**config.mk**
```make
export PLATFORM = sky130hd
export DESIGN_NAME = ex_muldiv
export DESIGN_NICKNAME = d
export VERILOG_FILES = /design/src/rtl/ex_muldiv.sv
export SDC_FILE = /design/constraint.sdc
export NUM_CORES = 2
export LEC_CHECK = 0
export ABC_CLOCK_PERIOD_IN_PS = 14800
export BUFFER_PORTS_ARGS = -buffer_cell sky130_fd_sc_hd__buf_2
export CORE_UTILIZATION = 55
export CTS_BUF_LIST = sky130_fd_sc_hd__clkbuf_8
export DETAILED_ROUTE_END_ITERATION = 16
export PLACE_DENSITY = 0.74
export SLEW_MARGIN = 20
export SYNTH_ARGS = -nofsm -noshare
export SYNTH_HDL_FRONTEND = slang
export SYNTH_SLANG_ARGS = --single-unit
```
**constraint.sdc**
```tcl
create_clock -name clk -period 14.8 [get_ports clk]
set_input_delay 2.96 -clock clk [delete_from_list [all_inputs] [get_ports clk]]
set_output_delay 2.96 -clock clk [all_outputs]
set_load 0.01 [all_outputs]
```
**src/rtl/ex_muldiv.sv**
```systemverilog
// Execute stage: combinational ALU path plus an iterative multiply/divide unit
// with a valid/over/go handshake toward the pipeline controller.

module alu #(
    parameter int unsigned XLEN = 32
) (
    input  logic [11:0]     i_aluop,
    input  logic [XLEN-1:0] i_src1,
    input  logic [XLEN-1:0] i_src2,
    output logic [XLEN-1:0] o_result
);
    localparam int unsigned SHW = $clog2(XLEN);

    logic [SHW-1:0] w_shamt;
    assign w_shamt = i_src2[SHW-1:0];

    // One-hot aluop: add sub slt sltu and nor or xor sll srl sra lui
    always_comb begin
        o_result = '0;
        if (i_aluop[0])  o_result = o_result | (i_src1 + i_src2);
        if (i_aluop[1])  o_result = o_result | (i_src1 - i_src2);
        if (i_aluop[2])  o_result = o_result | XLEN'($signed(i_src1) < $signed(i_src2));
        if (i_aluop[3])  o_result = o_result | XLEN'(i_src1 < i_src2);
        if (i_aluop[4])  o_result = o_result | (i_src1 & i_src2);
        if (i_aluop[5])  o_result = o_result | ~(i_src1 | i_src2);
        if (i_aluop[6])  o_result = o_result | (i_src1 | i_src2);
        if (i_aluop[7])  o_result = o_result | (i_src1 ^ i_src2);
        if (i_aluop[8])  o_result = o_result | (i_src1 << w_shamt);
        if (i_aluop[9])  o_result = o_result | (i_src1 >> w_shamt);
        if (i_aluop[10]) o_result = o_result | XLEN'($signed(i_src1) >>> w_shamt);
        if (i_aluop[11]) o_result = o_result | i_src2;
    end
endmodule

module ex_muldiv #(
    parameter int unsigned XLEN       = 32,
    parameter int unsigned ADDR_W     = 5,
    parameter int unsigned MUL_CYCLES = 4
) (
    input  logic                       clk,
    input  logic                       rst,
    input  logic [4*XLEN+ADDR_W+22:0]  id2ex_bus_ri,
    output logic [3*XLEN+ADDR_W+6:0]   ex2mem_bus_o,
    input  logic                       ctl_ex_valid_i,
    input  logic                       ctl_ex_go_i,
    input  logic                       ctl_ex_flush_i,
    output logic                       ctl_ex_over_o,
    output logic [ADDR_W-1:0]          ctl_ex_dest_o,
    output logic                       ctl_ex_busy_o
);
    localparam int unsigned K     = XLEN / MUL_CYCLES;
    localparam int unsigned ACC_W = 2 * XLEN;
    localparam int unsigned PP_W  = XLEN + K;
    localparam int unsigned CNT_W = $clog2(XLEN);

    typedef enum logic [1:0] {S_IDLE, S_MUL, S_DIV, S_DONE} state_t;

    state_t r_state, w_state_nx;

    logic [3:0]        w_md_op;
    logic [11:0]       w_aluop;
    logic [XLEN-1:0]   w_rj, w_rk, w_st_data, w_pc, w_alu_res;
    logic [5:0]        w_mem_ctl;
    logic [ADDR_W-1:0] w_rd_addr;
    logic              w_rd_we;

    assign {w_md_op, w_aluop, w_rj, w_rk, w_mem_ctl, w_st_data, w_rd_addr, w_rd_we, w_pc} = id2ex_bus_ri;

    alu #(.XLEN(XLEN)) u_alu (
        .i_aluop  (w_aluop),
        .i_src1   (w_rj),
        .i_src2   (w_rk),
        .o_result (w_alu_res)
    );

    // Op decode: 1xxx aliases to the ALU path
    logic [2:0] w_md;
    logic       w_is_mul, w_is_div, w_sgn, w_accept;
    logic [XLEN-1:0] w_abs_j, w_abs_k;

    assign w_md     = w_md_op[3] ? 3'd0 : w_md_op[2:0];
    assign w_is_mul = (w_md != 3'd0) && !w_md[2];
    assign w_is_div = w_md[2];
    assign w_sgn    = w_is_mul ? (w_md != 3'd3) : !w_md[1];
    assign w_accept = ctl_ex_valid_i && !ctl_ex_flush_i && (r_state == S_IDLE);
    assign w_abs_j  = (w_sgn && w_rj[XLEN-1]) ? -w_rj : w_rj;
    assign w_abs_k  = (w_sgn && w_rk[XLEN-1]) ? -w_rk : w_rk;

    logic [XLEN-1:0]  r_opd;      // multiplicand for MUL, divisor for DIV
    logic [ACC_W-1:0] r_acc;      // {hi product | remainder, multiplier | quotient}
    logic [CNT_W-1:0] r_cnt;
    logic [XLEN-1:0]  r_result;
    logic             r_neg, r_rneg;
    logic [1:0]       r_sel;      // 0 mul lo, 1 mul hi, 2 quotient, 3 remainder

    // Shift-add step: add K bits worth of partial product, then shift right by K
    logic [PP_W-1:0]       w_pp, w_sum;
    logic [ACC_W+K-1:0]    w_cat;
    logic [ACC_W-1:0]      w_mul_next, w_prod;

    assign w_pp       = PP_W'(r_opd) * PP_W'(r_acc[K-1:0]);
    assign w_sum      = PP_W'(r_acc[ACC_W-1:XLEN]) + w_pp;
    assign w_cat      = {w_sum, r_acc[XLEN-1:0]};
    assign w_mul_next = ACC_W'(w_cat >> K);
    assign w_prod     = r_neg ? -w_mul_next : w_mul_next;

    // Restoring division step, one quotient bit per cycle
    logic [XLEN:0]      w_shift, w_diff;
    logic [ACC_W-1:0]   w_div_next;
    logic [XLEN-1:0]    w_quo, w_rem;

    assign w_shift    = {r_acc[ACC_W-1:XLEN], r_acc[XLEN-1]};
    assign w_diff     = w_shift - {1'b0, r_opd};
    assign w_div_next = w_diff[XLEN] ? {w_shift[XLEN-1:0], r_acc[XLEN-2:0], 1'b0}
                                     : {w_diff[XLEN-1:0],  r_acc[XLEN-2:0], 1'b1};
    assign w_quo      = r_neg  ? -w_div_next[XLEN-1:0]     : w_div_next[XLEN-1:0];
    assign w_rem      = r_rneg ? -w_div_next[ACC_W-1:XLEN] : w_div_next[ACC_W-1:XLEN];

    logic w_mul_last, w_div_last;
    assign w_mul_last = (r_cnt == CNT_W'(MUL_CYCLES - 1));
    assign w_div_last = (r_cnt == CNT_W'(XLEN - 1));

    always_ff @(posedge clk or posedge rst) begin
        if (rst) r_state <= S_IDLE;
        else     r_state <= w_state_nx;
    end

    always_comb begin
        w_state_nx = r_state;
        case (r_state)
            S_IDLE: begin
                if (w_accept && w_is_mul)                    w_state_nx = S_MUL;
                else if (w_accept && w_is_div && w_rk != '0) w_state_nx = S_DIV;
                else if (w_accept && w_is_div)               w_state_nx = S_DONE;
            end
            S_MUL:   if (w_mul_last)  w_state_nx = S_DONE;
            S_DIV:   if (w_div_last)  w_state_nx = S_DONE;
            S_DONE:  if (ctl_ex_go_i) w_state_nx = S_IDLE;
            default: w_state_nx = S_IDLE;
        endcase
        if (ctl_ex_flush_i) w_state_nx = S_IDLE;
    end

    always_ff @(posedge clk or posedge rst) begin
        if (rst) begin
            r_opd    <= '0;
            r_acc    <= '0;
            r_cnt    <= '0;
            r_result <= '0;
            r_neg    <= 1'b0;
            r_rneg   <= 1'b0;
            r_sel    <= 2'd0;
        end else begin
            case (r_state)
                S_IDLE: begin
                    if (w_accept && (w_is_mul || w_is_div)) begin
                        r_cnt  <= '0;
                        r_neg  <= w_sgn && (w_rj[XLEN-1] ^ w_rk[XLEN-1]);
                        r_rneg <= w_sgn && w_rj[XLEN-1];
                        r_sel  <= w_is_div ? {1'b1, w_md[0]} : {1'b0, w_md != 3'd1};
                        r_opd  <= w_is_div ? w_abs_k : w_abs_j;
                        r_acc  <= {{XLEN{1'b0}}, (w_is_div ? w_abs_j : w_abs_k)};
                        // Divide by zero resolves immediately
                        if (w_is_div && w_rk == '0)
                            r_result <= w_md[0] ? w_rj : '1;
                    end
                end
                S_MUL: begin
                    r_acc <= w_mul_next;
                    r_cnt <= r_cnt + CNT_W'(1);
                    if (w_mul_last && !ctl_ex_flush_i)
                        r_result <= r_sel[0] ? w_prod[ACC_W-1:XLEN] : w_prod[XLEN-1:0];
                end
                S_DIV: begin
                    r_acc <= w_div_next;
                    r_cnt <= r_cnt + CNT_W'(1);
                    if (w_div_last && !ctl_ex_flush_i)
                        r_result <= r_sel[0] ? w_rem : w_quo;
                end
                default: ;
            endcase
        end
    end

    logic [XLEN-1:0] w_result;
    assign w_result = (r_state == S_IDLE) ? w_alu_res : r_result;

    assign ex2mem_bus_o  = {w_mem_ctl, w_st_data, w_result, w_rd_addr, w_rd_we, w_pc};
    assign ctl_ex_dest_o = w_rd_addr & {ADDR_W{ctl_ex_valid_i}};
    assign ctl_ex_busy_o = !rst && (r_state != S_IDLE);

    // Handshake: ALU ops complete in the arrival cycle, md ops only from DONE
    always_comb begin
        ctl_ex_over_o = 1'b0;
        if (!rst) begin
            if (r_state == S_IDLE)
                ctl_ex_over_o = ctl_ex_valid_i && !(w_is_mul || w_is_div);
            else
                ctl_ex_over_o = (r_state == S_DONE) && !ctl_ex_flush_i;
        end
    end
endmodule

```
# After elaboration in Yosys (flattened, before gate mapping)
# Index checks and enable logic that the tools add are counted.
[classes]
n_bitwise = 17
eq_ne = 15
mux = 46
n_lt_le_gt_ge = 2
mul = 1
shifts = 3
n_addsub = 10
reduce_logical = 35
[op_table]
columns = ["cell", "count"]
rows = [
  ["$mux W32", 26],
  ["$or A32 B32 Y32", 10],
  ["$mux W64", 3],
  ["$pmux W64 S3", 1],
  ["$neg A32 Y32", 4],
  ["$pmux W32 S3", 1],
  ["$lt A32 B32 Y1", 2],
  ["$neg A64 Y64", 1],
  ["$or A32 B1 Y32", 2],
  ["$add A32 B40 Y40", 1],
  ["$mul A32 B8 Y40", 1],
  ["$sub A33 B32 Y33", 1],
  ["$add A32 B32 Y32", 1],
  ["$and A32 B32 Y32", 1],
  ["$logic_not A32 Y1", 1],
  ["$not A32 Y32", 1],
  ["$reduce_bool A32 Y1", 1],
  ["$shl A32 B5 Y32", 1],
  ["$shr A32 B5 Y32", 1],
  ["$sshr A32 B5 Y32", 1],
  ["$sub A32 B32 Y32", 1],
  ["$xor A32 B32 Y32", 1],
  ["$logic_and A1 B1 Y1", 16],
  ["$mux W2", 7],
  ["other kinds (26)", 43],
]
[word_totals]
word_cells = 137
reg_bits = 138

# Longest topological paths before layout
[depth]
word_depth = 25
mapped_depth = 27
ltp_nobuf = 25

# By module
# From an unflattened synthesis, not the netlist that was laid out.
[unflattened]
hier_cells = 4675
area_unflattened_um2 = 34524.4
[modules_own_cells]
columns = ["mod", "area_each_um2", "seq_area_each_um2", "cells_each", "instances"]
rows = [
  ["ex_muldiv", 25319.3, 3453.3, 3300, 1],
  ["alu", 9205.1, 0.0, 1375, 1],
]

# Worst setup path after synthesis
# Ideal clock, no wire load.
[synth_path]
kind = "input-to-output"
startpoint = "input id2ex_bus_ri[78]"
endpoint = "output ex2mem_bus_o[67]"
slack_ns = 4.780
cell_stages = 19
t_arrival_ns = 7.060
cell_sequence = "clkbuf_1 -> inv_2 -> buf_1 -> clkbuf_1 -> clkbuf_1 -> ha_1 -> inv_1 -> a21oi_1 -> o21a_1 -> o31ai_1 -> o41ai_1 -> o211a_1 -> nor2_1 -> a211oi_1 -> o21ba_2 -> o31ai_1 -> mux2_2 -> nand2_1 -> a21oi_1"
[synth_between]
elab_chain_len = 25
word_cells_on_any_way = 29
[synth_rtl]
columns = ["element", "line", "text"]
rows = [
  ["start, declared", "42", "input logic [4*XLEN+ADDR_W+22:0] id2ex_bus_ri,"],
  ["$add A32 B32 Y32", "20", "if (i_aluop[0]) o_result = o_result | (i_src1 + i_src2);"],
  ["$mux W32", "20", ""],
  ["$or A32 B32 Y32", "21", "if (i_aluop[1]) o_result = o_result | (i_src1 - i_src2);"],
  ["$mux W32", "21", ""],
  ["$or A32 B1 Y32", "22", "if (i_aluop[2]) o_result = o_result | XLEN'($signed(i_src1) < $signed(i_src2));"],
  ["$mux W32", "22", ""],
  ["$or A32 B1 Y32", "23", "if (i_aluop[3]) o_result = o_result | XLEN'(i_src1 < i_src2);"],
  ["$mux W32", "23", ""],
  ["(+9 left out)", "-", ""],
  ["$mux W32", "28", "if (i_aluop[8]) o_result = o_result | (i_src1 << w_shamt);"],
  ["$or A32 B32 Y32", "29", "if (i_aluop[9]) o_result = o_result | (i_src1 >> w_shamt);"],
  ["$mux W32", "29", ""],
  ["$or A32 B32 Y32", "30", "if (i_aluop[10]) o_result = o_result | XLEN'($signed(i_src1) >>> w_shamt);"],
  ["$mux W32 *", "30", ""],
  ["$or A32 B32 Y32", "31", "if (i_aluop[11]) o_result = o_result | i_src2;"],
  ["$mux W32 *", "31", ""],
  ["$mux W32 *", "186", "assign w_result = (r_state == S_IDLE) ? w_alu_res : r_result;"],
  ["end, declared", "43", "output logic [3*XLEN+ADDR_W+6:0] ex2mem_bus_o,"],
]
# Mark *: on every way between the ends. The rest lies on a longest branch, timed or not.

# Worst setup path in the final report
[layout_path]
startpoint = "input id2ex_bus_ri[77]"
endpoint = "output ex2mem_bus_o[57]"
# The elaborated chain is that of the path after synthesis.

==> load_flow_metrics.sql <==
INSERT INTO impl_metrics (metric_group, metric, value, unit) VALUES
('yosys', 'ys_async_sr_fraction', '100.0', '%'),
('clocking', 'cts_root_buf', 'clkbuf_8', ''),
('drt', 'drt_iter0_drc', '4316', ''),
('global_route', 'grt_util_met3', '10.77', '%'),
('timing', 'ratio_of_final_minimum_period_to_clock_period', '74.23', '%'),
('drt', 'avgViaCountPerCell', '6.772', ''),
('setup_path', 'crit_path_launch_type', 'primary input', ''),
('layout', 'seq_area', '3456', 'um^2'),
('outcome', 'outcome', 'finished, final reports clean', ''),
('timing', 'timing_max_transition_violations_final', '0', ''),
('global_route', 'grtUsageMet1', '56.27', '%'),
('global_route', 'antenna_found_initial', '8', ''),
('drt', 'post-route-drc-count', '0', ''),
('clocking', 'cts.clk_slew.worst_paths', '90', 'ps'),
('floorplanning', 'io-pin-count', '276', ''),
('clocking', 'cts_num_sinks', '138', ''),
('layout', 'nNetsFinal', '4960', ''),
('setup_path', 'timing.rr.start', 'r_acc[5]$_DFFE_PP0P_', ''),
('yosys', 'synth_seq_area_share', '10.41', '%'),
('timing', 'layout_min_cycle_time', '10990', 'ps'),
('setup_path', 'required', '11840', 'ps'),
('run', 'maxCapViolations', '0', ''),
('timing', 'max_clock_freq', '91.03', 'MHz'),
('placement', 'gp_congestion', '1.089', ''),
('clocking', 'maximum_level_of_the_cts_h_tree', '4', ''),
('yosys', 'synthesized_area_per_cell', '7.230', 'um^2'),
('timing', 'timing_hold_violations_final', '0', ''),
('setup_path', 'crit_path_class', 'primary input to output port', ''),
('yosys', 'post_synthesis_share_of_cell_area_spent_on_and_or_nand_and_nor_gates', '21.33', '%'),
('global_route', 'grt_first_pass_wirelength', '212200', 'um'),
('drt', 'remaining_antenna_violation_count_after_routing', '0', ''),
('clocking', 'cts_made_buffers', '17', ''),
('drt', 'firstDrtPassIters', '13', ''),
('timing', 'unrepaired_setup_endpoints_after_global_routing', 'false', ''),
('setup_path', 'logic_depth_of_the_worst_register_to_register_path', '22', ''),
('yosys', 'fraction_of_the_mapped_netlist_area_in_adder_cells', '20.55', '%'),
('timing', 'fin_tns_setup', '0', 'ps'),
('yosys', 'synth_compound_area_share', '26.09', '%'),
('timing', 'setup_viol', '0', ''),
('yosys', 'synthFlopType', 'dfrtp_1', ''),
('clocking', 'cts_hold_buf', '0', ''),
('setup_path', 'r2r_slack', '6760', 'ps'),
('hold_path', 'timing.hold.worst_endpoint', 'r_acc[6]$_DFFE_PP0P_', ''),
('floorplanning', 'core_area', '59350', 'um^2'),
('layout', 'share_of_final_layout_standard_cells_stronger_than_drive_strength_1', '7.370', '%'),
('yosys', 'post_synth_xor_area_fraction', '6.494', '%'),
('setup_path', 'path_max_fanout', '36', ''),
('yosys', 'synthesis.area', '33180', 'um^2'),
('hold_path', 'min_path_type', 'flip-flop to flip-flop', ''),
('timing', 'timing.slew.headroom', '16.56', '%'),
('global_route', 'largest_net_degree_at_the_start_of_global_routing', '96', ''),
('floorplanning', 'die_height', '247.6', 'um'),
('hold_path', 'min_from', 'r_acc[6]$_DFFE_PP0P_', ''),
('global_route', 'top_usage_layer', 'met2', ''),
('floorplanning', 'number_of_core_rows', '89', ''),
('drt', 'routed-via-count', '35050', ''),
('floorplanning', 'fp.dieArea', '61310', 'um^2'),
('clocking', 'post_cts.repair.setup_buffers', '0', ''),
('layout', 'area_growth', '1.769', '%'),
('clocking', 'clk_path_buf_depth', '2', ''),
('drt', 'drt-wirelength-per-cell', '27.82', 'um'),
('clocking', 'clk-insertion-delay-late', '570', 'ps'),
('layout', 'multiInputGateArea', '26290', 'um^2'),
('yosys', 'syn-instance-count', '4589', ''),
('global_route', 'grt_remaining_overflow', '0', ''),
('setup_path', 'critical_path.reg2reg.endpoint', 'r_result[25]$_DFFE_PP0P_', ''),
('yosys', 'post_synth_cell_types', '109', ''),
('yosys', 'fraction_of_synthesized_area_in_multiplexers', '4.650', '%'),
('clocking', 'tritoncts', 'yes', ''),
('layout', 'fillCellCount', '5821', ''),
('yosys', 'count_of_yosys_warnings_during_synthesis', '0', '');
cells in the final DEF (no fill, tap or decap), drive strengths merged, types with 22 or more instances in the layout:
cell and instances:
o41ai 22, ha 201, fa 215, nand3 69, a211oi 36, or3 39
o21a 27, dfrtp 138, a22oi 67, o211ai 50, buf 189, a21o 40
nand4 47, mux2i 108, nand2 483, nor2 393, a221oi 38, o21bai 22
a21oi 313, o22ai 46, nor3 86, nand2b 27, xor2 63, a31oi 39
inv 429, nor2b 24, nor4 22, o31ai 50, and2 182, or2 27
xnor2 183, o21ai 383
through the flow:
stage | hold WS [ps] | area (um^2) | util [%] | cells | worst slack (ps)
floorplan | 449.1 | 33180 | - | 4589 | 4780
global placement | 463.2 | 33400 | 56.28 | 5137 | 4217
detailed placement | 471.2 | 33400 | 56.28 | 5137 | 4158
CTS | 491.8 | 33740 | 56.85 | 5169 | 4155
global route | 510.4 | 33750 | 56.87 | 5171 | 3790
finish | 490.7 | 33760 | 56.89 | 5176 | 3814
worst max path at each step:
stage / to / startpoint / cells after the start / slack, ps
2_1_floorplan: ex2mem_bus_o[67] / id2ex_bus_ri[78] / 19 / 4780
3_3_place_gp: ex2mem_bus_o[57] / id2ex_bus_ri[77] / 16 / 4220
3_5_place_dp: ex2mem_bus_o[57] / id2ex_bus_ri[77] / 16 / 4160
4_1_cts: ex2mem_bus_o[57] / id2ex_bus_ri[77] / 16 / 4150
5_1_grt: ex2mem_bus_o[57] / id2ex_bus_ri[77] / 16 / 3790
6_report: ex2mem_bus_o[57] / id2ex_bus_ri[77] / 16 / 3810
worst max-delay path: stages:
cell,delay [ps]
buf_4,390
inv_1,280
ha_1,390
o21bai_1,210
a21oi_1,170
o21a_1,230
o31ai_1,1030
o41ai_1,340
o31ai_1,530
a211oi_1,150
nor2_1,110
nor2_1,70
a221o_1,290
a221oi_1,550
nor2_1,130
buf_2,170
metal layers:
layer / share of wire [%] / up-vias / wire (um)
met1: 37 / 16860 / 53780
li1: - / 15480 / -
met4: 8.4 / 6 / 12070
met2: 44 / 2197 / 63480
met3: 10 / 504 / 14600
met5: 0.028 / - / 41
layout make-up:
class                   instances  share of cell area (%)
diodes                          7                 0.05188
multi-input cells            3610                   77.86
clock inverters                15                  0.3113
clock buffers                  17                  0.6930
inverters                     427                   4.762
repair buffers                189                   3.224
well taps                     773                   2.864
flip-flops and latches        138                   10.23
cell families after synthesis:
kind of cell    count (synthesis)
mux                           136
simple gates                 1481
flops                         138
fa+ha+maj                     416
buf+inv                       841
compound gates               1331
xor+xnor                      246
flip-flops by register name (all words and copies together) (netlist names):
signal and count:
r_rneg 1, r_sel 1, r_cnt 5, r_result 32, r_state 2, r_opd 32, r_neg 1, r_acc 64
synthesized netlist by cell type, drive strengths merged, types with 11 or more instances:
cell type / number / area [um^2]
a21o: 40 / 300.3
nand3: 69 / 345.3
a211oi: 36 / 270.3
fa: 215 / 4304
nand2b: 27 / 168.9
a221oi: 38 / 356.6
a22oi: 67 / 503.0
or2: 27 / 168.9
nor4: 22 / 158.9
mux4: 13 / 292.8
o41ai: 22 / 200.2
a21oi: 313 / 1589
xor2: 63 / 551.8
mux2: 15 / 168.9
nor3: 86 / 461.7
or4: 21 / 157.7
nor2: 393 / 1491
clkbuf: 282 / 1060
nand4: 47 / 294.0
o311ai: 11 / 96.35
o31ai: 50 / 395.4
a2111oi: 15 / 131.4
buf: 132 / 814.5
o211ai: 50 / 375.4
inv: 425 / 1595
a211o: 13 / 113.9
o21a: 27 / 204.0
o221ai: 15 / 131.4
and2: 182 / 1139
xnor2: 183 / 1603
o21bai: 22 / 165.2
and3: 21 / 131.4
mux2i: 108 / 1081
o2111ai: 12 / 105.1
o22ai: 46 / 294.0
a31oi: 39 / 244.0
nand2: 483 / 1813
ha: 201 / 2515
or3: 39 / 244.0
o21ai: 383 / 1924
a222oi: 12 / 120.1
dfrtp: 138 / 3453
nor2b: 24 / 150.1
Power is not shown: default switching activity piles up to over one toggle a cycle in this logic, so the estimate is an artifact.
